[config.mk]
export PLATFORM = sky130hd
export DESIGN_NAME = uart_tx_8
export DESIGN_NICKNAME = d
export VERILOG_FILES = /design/src/rtl/uart_tx_8.sv
export SDC_FILE = /design/constraint.sdc
export NUM_CORES = 1
export LEC_CHECK = 0
export ABC_AREA = 1
export CORE_MARGIN = 5
export CORE_UTILIZATION = 56
export CTS_CLUSTER_SIZE = 40
export DETAILED_ROUTE_END_ITERATION = 12
export PLACE_DENSITY = 0.78
export SYNTH_ARGS = -nofsm -noshare
export SYNTH_HDL_FRONTEND = slang
export SYNTH_SLANG_ARGS = --single-unit
[constraint.sdc]
create_clock -name clk -period 2.5 [get_ports clk]
set_input_delay 0.5 -clock clk [delete_from_list [all_inputs] [get_ports clk]]
set_output_delay 0.5 -clock clk [all_outputs]
set_load 0.01 [all_outputs]
[src/rtl/uart_tx_8.sv]
`default_nettype none
// ============================================================================
// uart_tx_8 : 8N1 UART transmitter (1 start, 8 data LSB-first, 1 stop)
// Revision  : 1.0
// ============================================================================
module uart_tx_8 #(
  parameter int CLKS_PER_BIT = 434
) (
  input  logic       clk,
  input  logic       rst,
  input  logic       tx_start,
  input  logic [7:0] tx_data,
  output logic       tx,
  output logic       busy,
  output logic       done
);

  localparam int CNT_W = (CLKS_PER_BIT > 1) ? $clog2(CLKS_PER_BIT) : 1;
  localparam logic [CNT_W-1:0] CNT_LAST = CNT_W'(CLKS_PER_BIT - 1);

  typedef enum logic [1:0] {
    IDLE  = 2'd0,
    START = 2'd1,
    DATA  = 2'd2,
    STOP  = 2'd3
  } state_t;

  state_t           state, state_n;
  logic [CNT_W-1:0] cnt, cnt_n;
  logic [2:0]       idx, idx_n;
  logic [7:0]       data, data_n;
  logic             tx_n, busy_n, done_n;
  logic             bit_end;
  logic [2:0]       idx_inc;

  assign bit_end = (cnt == CNT_LAST);
  assign idx_inc = idx + 3'd1;

  always_ff @(posedge clk) begin
    if (!rst) begin
      state <= IDLE;
      cnt   <= '0;
      idx   <= 3'd0;
      data  <= 8'd0;
      tx    <= 1'b1;
      busy  <= 1'b0;
      done  <= 1'b0;
    end else begin
      state <= state_n;
      cnt   <= cnt_n;
      idx   <= idx_n;
      data  <= data_n;
      tx    <= tx_n;
      busy  <= busy_n;
      done  <= done_n;
    end
  end

  // tx is registered, so the value for the next bit is loaded at each bit boundary
  always_comb begin
    state_n = state;
    cnt_n   = cnt;
    idx_n   = idx;
    data_n  = data;
    tx_n    = tx;
    busy_n  = busy;
    done_n  = 1'b0;

    case (state)
      IDLE: begin
        tx_n   = 1'b1;
        busy_n = 1'b0;
        cnt_n  = '0;
        idx_n  = 3'd0;
        if (tx_start) begin
          data_n  = tx_data;
          state_n = START;
          tx_n    = 1'b0;
          busy_n  = 1'b1;
        end
      end
      START: begin
        if (bit_end) begin
          cnt_n   = '0;
          idx_n   = 3'd0;
          state_n = DATA;
          tx_n    = data[0];
        end else begin
          cnt_n = cnt + CNT_W'(1);
        end
      end
      DATA: begin
        if (bit_end) begin
          cnt_n = '0;
          if (idx == 3'd7) begin
            idx_n   = 3'd0;
            state_n = STOP;
            tx_n    = 1'b1;
          end else begin
            idx_n = idx_inc;
            tx_n  = data[idx_inc];
          end
        end else begin
          cnt_n = cnt + CNT_W'(1);
        end
      end
      STOP: begin
        tx_n = 1'b1;
        if (bit_end) begin
          cnt_n   = '0;
          state_n = IDLE;
          busy_n  = 1'b0;
          done_n  = 1'b1;
        end else begin
          cnt_n = cnt + CNT_W'(1);
        end
      end
      default: begin
        state_n = IDLE;
        tx_n    = 1'b1;
        busy_n  = 1'b0;
      end
    endcase
  end

endmodule
`default_nettype wire

==> flow_summary.ini <==
[routing]
routedWlPerCell_um = 10.9
vias = 1094
drtIter0Drc = 15
vias_per_cell = 5.06
drc = 0
routed_wirelength_um = 2360
firstDrtPassIters = 4
final_antenna_net_count = 0

[synthesis]
synth_nets = 192
synth_seq_cells = 25
netlist_area_um2 = 1270
netlist_instances = 172
yosysTopAreaCellShare_pct = 39.5
synth_warnings = 0
ys_seq_area_share_pct = 39.5
ys_types = 27
ys_top_cells_by_area = dfxtp_1 40%, nand2_1 9.8%, ha_1 8.9%, nor2_1 8.6%, inv_1 6.2%
yosysTopAreaCell = dfxtp_1
avgSynthCellArea_um2 = 7.36

[sta]
rsz0062_at_grt = no
max_slew_margin_pct = 72.2
clock_skew_ns = 0.00132
fin_crit_sh_pct = 68.1
hold_violations = 0
period_needed_ns = 1.70
hold_ws_ns = 0.492
drv_slew = 0
setup_viol = 0
worst_pin_slew_ns = 0.416
fmax_ghz = 0.588
setup_tns_ns = 0

[die]
std_cell_rows = 17
die_h_um = 57.6
dieArea_um2 = 3310
die_x_um = 57.6
pin_count = 14
core_area_um2 = 2190
start_util_pct = 57.8

[finish]
final_cells = 216
nFillCells = 184
syn2layout_area_growth_pct = 14.8
num_antenna_cells = 0
layout_common_cells = 33 x nand2_1, 29 x nor2_1, 25 x dfxtp_1, 21 x inv_1, 13 x clkdlybuf4s50_1
finalNetCount = 209
layout-drive-gt1-share_pct = 7.45
layout_commonest_cell = nand2_1

[critical_path]
required_ns = 2.00
slowest_delay_ns = 0.54
crit_arrival_ns = 1.20
crit_path_start_kind = register
end_kind = primary output
critPathBufInv = 1
worstPathMaxFanout = 2
critical_path.cell_chain = clkdlybuf4s50_1
crit_type = register to primary output
cp_top_family = buffers and inverters
cpMaxStageDelayCell = clkdlybuf4s50_1

[clock_tree]
htree_num_levels = 1
cts.sinks = 25
cts_buffers = 3
post_cts_buffers = 0
cts-root-buf = clkbuf_4
cts_tree = done
cts_resized = 0
cts_buffer_depth = 2
cts_hold_buf = 0
clock_latency_ns = 0.31
clkTransAtPathRegs_ns = 0.13

[grt]
grt_start_max_net_pins = 14
grt.total_usage_pct = 15.3
grt_pass1_wl_um = 4110
grt-ovfl-total = 0
antenna_found_initial = 0
grt_pass1_vias = 1024

[place]
dp_hpwl_um = 1830
gp_congestion = 0.773
numPortBuffers = 13
numPlacedInstances = 212

[status]
status = finished clean

[worst_hold_path]
min_path_type = register to register

[run]
max_cap_violations = 0

[pwr]
ir_drop_mv = 0.489
powerDensity_nw_per_um2 = 893
power_leakage_nw = 0.628
-- where the power goes --
group / internal (mW) / total [mW] / switching (mW)
Combinational: 0.236 / 0.589 / 0.353
Sequential: 0.476 / 0.532 / 0.0560
Clock: 0.0622 / 0.177 / 0.115
-- per-layer routing --
| metal | vias up | track usage [%] | routed length [µm] |
|---|---|---|---|
| li1 | 587 | - | - |
| met4 | 0 | 5.96 | 32 |
| met3 | 4 | 2.04 | 84 |
| met1 | 472 | 20.4 | 1200 |
| met5 | - | 0 | 0 |
| met2 | 31 | 25.0 | 1040 |
-- layout make-up --
class	instances	area, µm²	area share, %
sequential	25	500	34.4
tap	28	35.0	2.41
clock buffer	4	26.3	1.81
inverter	24	90.1	6.20
multi-input combinational	122	672	46.2
timing repair buffer	13	130	8.95
-- registers in the layout, indices dropped and copies added, names as in the netlist --
signal / count
tx: 1
cnt: 9
data: 8
state: 2
busy: 1
idx: 3
done: 1
-- tightest hold or removal path, cell delays in order, from the launching register on --
cell and delay, ns:
dfxtp_1 0.34, nand2_1 0.06, a21oi_1 0.06
-- cells in the mapped netlist --
cell type  count
nand3_2        2
ha_1           9
xnor2_1        1
nand4_1        5
xor2_1         1
nand2_4        1
nand3_1       12
nor3b_1        1
o21ai_0        9
or2_2          1
nor2_1        29
nor3_1         1
a21oi_1        8
nor3_4         1
inv_1         21
inv_2          3
nand2_2        1
nor2_2         1
clkbuf_1       1
o21bai_1       1
o21a_1         1
nand3b_1       1
dfxtp_1       25
a31oi_1        1
nand2_1       33
a311oi_1       1
o21ai_4        1
-- logic make-up (layout without fill, tap and decap cells) --
logic type | Yosys count | count (layout) | share of synthesized area [%]
compound gates | 22 | 22 | 10.4
xor+xnor | 2 | 2 | 1.38
fa+ha+maj | 9 | 9 | 8.89
buf+inv | 25 | 41 | 7.41
flops | 25 | 25 | 39.5
simple gates | 89 | 89 | 32.4
-- path summary, 6_finish.rpt --
path	from	end	slack [ns]	cells after the start
hold / removal	idx[2]	idx[2]	0.49	2
setup / recovery	tx	tx	0.80	1
hold reg to reg	idx[2]	idx[2]	0.49	2
setup reg to reg	idx[0]	state[1]	1.03	10
-- through the flow --
stage | utilization (%) | cell area, µm² | power [mW] | setup WS (ns)
after floorplan | - | 1270 | 0.985 | 1.22
after global placement | 65.2 | 1430 | 1.11 | 0.659
after detailed placement | 65.2 | 1430 | 1.13 | 0.630
after CTS | 66.4 | 1450 | 1.30 | 0.780
after global routing | 66.4 | 1450 | 1.42 | 0.734
final | 66.4 | 1450 | 1.30 | 0.798
Note: power is estimated with default switching activity, not from simulation.
